`src/rtl/trim_pkg.sv`:
```
// ============================================================================
// Module : trim_pkg
// Brief  : Shared constants and FSM state type for the trim stream receiver.
// Rev    : 1.0  initial release
// ============================================================================
`default_nettype none

package trim_pkg;
  localparam int TRIM_W       = 12;
  localparam int TRIM_TIMEOUT = 64;

  typedef enum logic [0:0] {
    IDLE  = 1'b0,
    SHIFT = 1'b1
  } trim_rx_st_t;
endpackage

`default_nettype wire

```
`src/rtl/trim_edge_sync.sv`:
```
// ============================================================================
// Module : trim_edge_sync
// Brief  : ENCLK rising-edge detector with optional 2-flop input synchronisers
//          (enabled by macro TRIM_RX_SYNC_EN).
// Rev    : 1.0  initial release
// ============================================================================
`default_nettype none

module trim_edge_sync (
  input  logic clk_i,
  input  logic rst_i,
  input  logic enclk_i,
  input  logic dout_i,
  output logic edge_o,
  output logic din_o
);
  logic enc_s;
  logic din_s;
  logic enc_d_q;

`ifdef TRIM_RX_SYNC_EN
  logic [1:0] enc_sync_q;
  logic [1:0] din_sync_q;

  always_ff @(posedge clk_i or posedge rst_i) begin
    if (rst_i) begin
      enc_sync_q <= 2'b00;
      din_sync_q <= 2'b00;
    end else begin
      enc_sync_q <= {enc_sync_q[0], enclk_i};
      din_sync_q <= {din_sync_q[0], dout_i};
    end
  end

  assign enc_s = enc_sync_q[1];
  assign din_s = din_sync_q[1];
`else
  assign enc_s = enclk_i;
  assign din_s = dout_i;
`endif

  always_ff @(posedge clk_i or posedge rst_i) begin
    if (rst_i) begin
      enc_d_q <= 1'b0;
    end else begin
      enc_d_q <= enc_s;
    end
  end

  assign edge_o = enc_s & ~enc_d_q;
  assign din_o  = din_s;
endmodule

`default_nettype wire

```
`src/rtl/trim_rx.sv`:
```
// ============================================================================
// Module : trim_rx
// Brief  : Serial trim-stream receiver; rebuilds WIDTH-bit frames into a held
//          TRIM_CODE word. Input synchronisers selected by TRIM_RX_SYNC_EN.
// Rev    : 1.0  initial release
// ============================================================================
`default_nettype none

module trim_rx
  import trim_pkg::*;
#(
  parameter int WIDTH     = TRIM_W,
  parameter int TIMEOUT   = TRIM_TIMEOUT,
  parameter bit MSB_FIRST = 1'b1
) (
  input  logic             CLK50,
  input  logic             RST,
  input  logic             DOUT,
  input  logic             ENCLK,
  output logic [WIDTH-1:0] TRIM_CODE,
  output logic             TRIM_VLD,
  output logic             BUSY,
  output logic             FRAME_ERR
);
  localparam int BCW = $clog2(WIDTH);
  localparam int TCW = $clog2(TIMEOUT);
  localparam logic [BCW-1:0] BIT_LAST = BCW'(WIDTH - 1);
  localparam logic [TCW-1:0] T_LAST   = TCW'(TIMEOUT - 1);

  logic enc_edge;
  logic din_s;

  trim_edge_sync u_edge (
    .clk_i   (CLK50),
    .rst_i   (RST),
    .enclk_i (ENCLK),
    .dout_i  (DOUT),
    .edge_o  (enc_edge),
    .din_o   (din_s)
  );

  trim_rx_st_t      state_q;
  logic [BCW-1:0]   bitcnt_q;
  logic [TCW-1:0]   tcnt_q;
  logic [WIDTH-1:0] shift_q;
  logic [WIDTH-1:0] shift_d;
  logic [WIDTH-1:0] code_q;
  logic             vld_q;
  logic             err_q;
  logic             busy_q;

  // The first captured bit travels to the MSB (MSB_FIRST) or the LSB end.
  always_comb begin
    shift_d = MSB_FIRST ? {shift_q[WIDTH-2:0], din_s} : {din_s, shift_q[WIDTH-1:1]};
  end

  always_ff @(posedge CLK50 or posedge RST) begin
    if (RST) begin
      state_q  <= IDLE;
      bitcnt_q <= '0;
      tcnt_q   <= '0;
      shift_q  <= '0;
      code_q   <= '0;
      vld_q    <= 1'b0;
      err_q    <= 1'b0;
      busy_q   <= 1'b0;
    end else begin
      vld_q <= 1'b0;
      err_q <= 1'b0;
      case (state_q)
        IDLE: begin
          if (enc_edge) begin
            shift_q  <= shift_d;
            bitcnt_q <= BCW'(1);
            tcnt_q   <= '0;
            state_q  <= SHIFT;
            busy_q   <= 1'b1;
          end
        end
        SHIFT: begin
          if (enc_edge) begin
            shift_q <= shift_d;
            tcnt_q  <= '0;
            if (bitcnt_q == BIT_LAST) begin
              code_q   <= shift_d;
              vld_q    <= 1'b1;
              bitcnt_q <= '0;
              state_q  <= IDLE;
              busy_q   <= 1'b0;
            end else begin
              bitcnt_q <= bitcnt_q + BCW'(1);
            end
          end else if (tcnt_q == T_LAST) begin
            // An edge in this same cycle is handled above, so it beats the timeout.
            err_q    <= 1'b1;
            bitcnt_q <= '0;
            tcnt_q   <= '0;
            shift_q  <= '0;
            state_q  <= IDLE;
            busy_q   <= 1'b0;
          end else begin
            tcnt_q <= tcnt_q + TCW'(1);
          end
        end
        default: begin
          state_q <= IDLE;
          busy_q  <= 1'b0;
        end
      endcase
    end
  end

  assign TRIM_CODE = code_q;
  assign TRIM_VLD  = vld_q;
  assign BUSY      = busy_q;
  assign FRAME_ERR = err_q;
endmodule

`default_nettype wire
```
`config.mk`:
```
export PLATFORM = sky130hd
export DESIGN_NAME = trim_rx
export DESIGN_NICKNAME = d
export VERILOG_FILES = /design/src/rtl/trim_pkg.sv /design/src/rtl/trim_edge_sync.sv /design/src/rtl/trim_rx.sv
export SDC_FILE = /design/constraint.sdc
export NUM_CORES = 1
export LEC_CHECK = 0
export CAP_MARGIN = 5
export CELL_PAD_IN_SITES_DETAIL_PLACEMENT = 1
export CELL_PAD_IN_SITES_GLOBAL_PLACEMENT = 1
export CORE_ASPECT_RATIO = 0.5
export CORE_MARGIN = 2
export CORE_UTILIZATION = 35
export DETAILED_ROUTE_END_ITERATION = 8
export HOLD_SLACK_MARGIN = 0.03
export PLACE_DENSITY_LB_ADDON = 0.05
export SETUP_SLACK_MARGIN = 0.02
export SLEW_MARGIN = 5
export SYNTH_ARGS = -nofsm -noshare
export SYNTH_HDL_FRONTEND = slang
export SYNTH_SLANG_ARGS = --single-unit
```
`constraint.sdc`:
```
create_clock -name CLK50 -period 1.9 [get_ports CLK50]
set_input_delay 0.57 -clock CLK50 [delete_from_list [all_inputs] [get_ports CLK50]]
set_output_delay 0.57 -clock CLK50 [all_outputs]
set_load 0.005 [all_outputs]
```
==> results.cfg <==
[global_route]
grt_usage_pct = 15.99
grt_pass1_wl_mm = 6.161
gr-total-overflow = 0
grt_pass1_vias = 1232
grt_antenna_before_repair = 0
grt_max_degree = 39

[sta]
layout_setup_ws_ns = 0.1428
hold_viol = 0
fmax_mhz = 569.1
finClkSkew_ns = 0.008885
period_minus_slack_ns = 1.757
slew_headroom_pct = 78.01
setup_tns_ns = 0
period_share_pct = 92.48
slew_viol_final = 0
rsz0062_at_grt = false
finalSetupViolations = 0
max_slew.worst_pin.slew_ns = 0.3298

[power]
power.switching_uw = 694.9
power_frac_clock_pct = 25.4
power.total_uw = 2303
intPower_uw = 1608
pwr-share-seq_pct = 50.2
combPwrFrac_pct = 24.4
powerDensity_nw_per_um2 = 1128
switching_share_pct = 30.17
power_leakage_uw = 0.0009133
max-vdd-ir-drop_mv = 0.4505

[finish]
layout.area.seq_um2 = 950.9
drive_above_1_share_pct = 20.45
nets = 181
fillers = 506
multi_input_area_um2 = 615.6
final_util_pct = 45.93
syn_to_final_growth_pct = 25.25
stdcell_area_um2 = 2042
antenna_cells = 0

[critical_path]
r2r_setup_slack_ns = 0.19
cp_max_fo = 3
worstRegToRegCells = 5
crit_arrival_ns = 1.94
crit_path_end_kind = register
crit_type = input pin to register
cp-start-kind = input pin
timing.rr.end = TRIM_CODE[7]
r2r_start = bitcnt_q[0]
crit_required_ns = 2.08

[logic_synthesis]
synth-seq-area-share_pct = 58.33
async_flop_share_pct = 100.0
ys.flop_type = dfrtp_1
synthTopCellsByArea = dfrtp_1 58%, mux2_4 6.4%, nand2_1 6.2%, o21ai_0 4.9%, mux2_2 3.5%
yosysWarningCount = 0
synth_cell_types = 31
synthCells = 144
yosys.area.top_type = dfrtp_1
synth.top_cell.area_share_pct = 58.33
syn_area_per_cell_um2 = 11.32
yosysMostFrequentCell = dfrtp_1
ys_ff_latch = 38
syn_nets = 150
synth_common_cells = 38 x dfrtp_1, 27 x nand2_1, 16 x o21ai_0, 7 x mux2_4
synth-edff-count = 0
synth_area_um2 = 1630

[placed_design]
dp_hpwl_mm = 2.395
pre_cts_ws_ns = -0.1833
place_area_um2 = 1944
portBuffers = 18
globalplace.congestion = 0.7348

[routing]
wl_per_cell_um = 15.17
vias = 1171
drt_pass1_iterations = 4
ant_nets = 0
via_per_inst = 5.026
drcViolationCount = 0
drt-initial-drc-count = 44
wl_mm = 3.535

[floorplanning]
coreArea_um2 = 4446
start_util_pct = 36.67
io_pins = 19
dieArea_um2 = 5253
rows = 17
die-width_um = 100.5
die_y_um = 52.26

[cts]
h-tree-depth = 2
cts_buffers = 5
cts_sinks = 38
clkLatencyLatePin_ns = 0.30
cts_tree = yes
holdBufCountCts = 0
clk_pin_slew_ns = 0.08
max-clock-path-buffers = 2
cts_root_buf = clkbuf_8

[hold_path]
hold_path.class = register to register
min_from = shift_q[8]
min_to = shift_q[9]
hold_path_depth = 2

[outcome]
status = finished, final reports clean

[flow_run]
drv_cap = 0
-- power groups by stage --
stage	clock network, µW	registers (µW)	logic, µW
after floorplan	0	1130	338
after global placement	0	1160	553
after detailed placement	0	1170	570
after CTS	610	1160	574
after global routing	640	1190	637
final	586	1160	561
-- placed cells by master, fill, tap and decap left out, drive strengths merged, types with 2 or more instances in the layout --
cell type	count
clkbuf	6
mux2	12
buf	14
a21oi	5
inv	3
nand4	3
o211ai	3
nand2	27
nor2	5
o31ai	2
clkdlybuf4s50	18
o21ai	16
nand3	4
ha	2
dfrtp	38
xor2	3
-- critical path, stage by stage --
cell	delay, ns
clkdlybuf4s50_1	0.41
nor2b_2	0.16
buf_4	0.13
or4_1	0.50
nor3b_1	0.16
-- worst max-delay path by stage --
stage	startpoint	end	slack [ns]
4_1_cts	TRIM_CODE[5]	TRIM_CODE[5]	0.12
2_1_floorplan	ENCLK	TRIM_CODE[0]	0.23
6_report	ENCLK	BUSY	0.14
5_1_grt	ENCLK	TRIM_CODE[8]	0.08
3_3_place_gp	ENCLK	TRIM_CODE[11]	-0.16
3_5_place_dp	ENCLK	TRIM_CODE[11]	-0.18
-- registers in the layout, indices dropped and copies added, names as in the netlist --
register	count
TRIM_CODE	12
shift_q	11
tcnt_q	6
bitcnt_q	4
BUSY	1
FRAME_ERR	1
TRIM_VLD	1
state_q	1
u_edge.enc_d_q	1
-- routing by layer --
| layer | vias up | track usage [%] | wire (µm) |
|---|---|---|---|
| li1 | 557 | - | - |
| met1 | 594 | 20.91 | 1773 |
| met2 | 13 | 24.50 | 1592 |
| met3 | 7 | 5.733 | 129 |
| met4 | 0 | 6.164 | 40 |
| met5 | - | 0 | 0 |
-- through the flow --
| stage | std cells | hold WS [ns] |
|---|---|---|
| final | 233 | 0.5093 |
| after CTS | 233 | 0.5155 |
| after detailed placement | 225 | 0.4951 |
| after global placement | 225 | 0.4914 |
| after floorplan | 144 | 0.4657 |
| after global routing | 233 | 0.5335 |
-- logic make-up (layout without fill, tap and decap cells) --
kind of cell | count (synthesis) | count (layout) | synth area share (%)
and+or+nand+nor | 47 | 47 | 13.05
DFF | 38 | 38 | 58.33
AOI/OAI and AO/OA | 30 | 30 | 10.90
muxes | 13 | 13 | 10.51
buffers and inverters | 11 | 43 | 4.067
xor gates and xnor gates | 3 | 3 | 1.612
adders and majority gates | 2 | 2 | 1.535
-- what timing repair did --
action / in CTS / in global routing
gates resized for setup: 0 / 1
buffers inserted: 0 / 0
endpoints found under the setup margin: 0 / 1
-- area by class of cell --
class                      instances  share of cell area (%)
sequential                        38                   46.57
multi-input combinational         95                   30.15
timing repair buffer              32                   14.58
clock buffer                       6                   4.044
tap                               57                   3.493
clock inverter                     2                  0.6127
inverter                           3                  0.5515
Note: power is estimated with default switching activity, not from simulation.
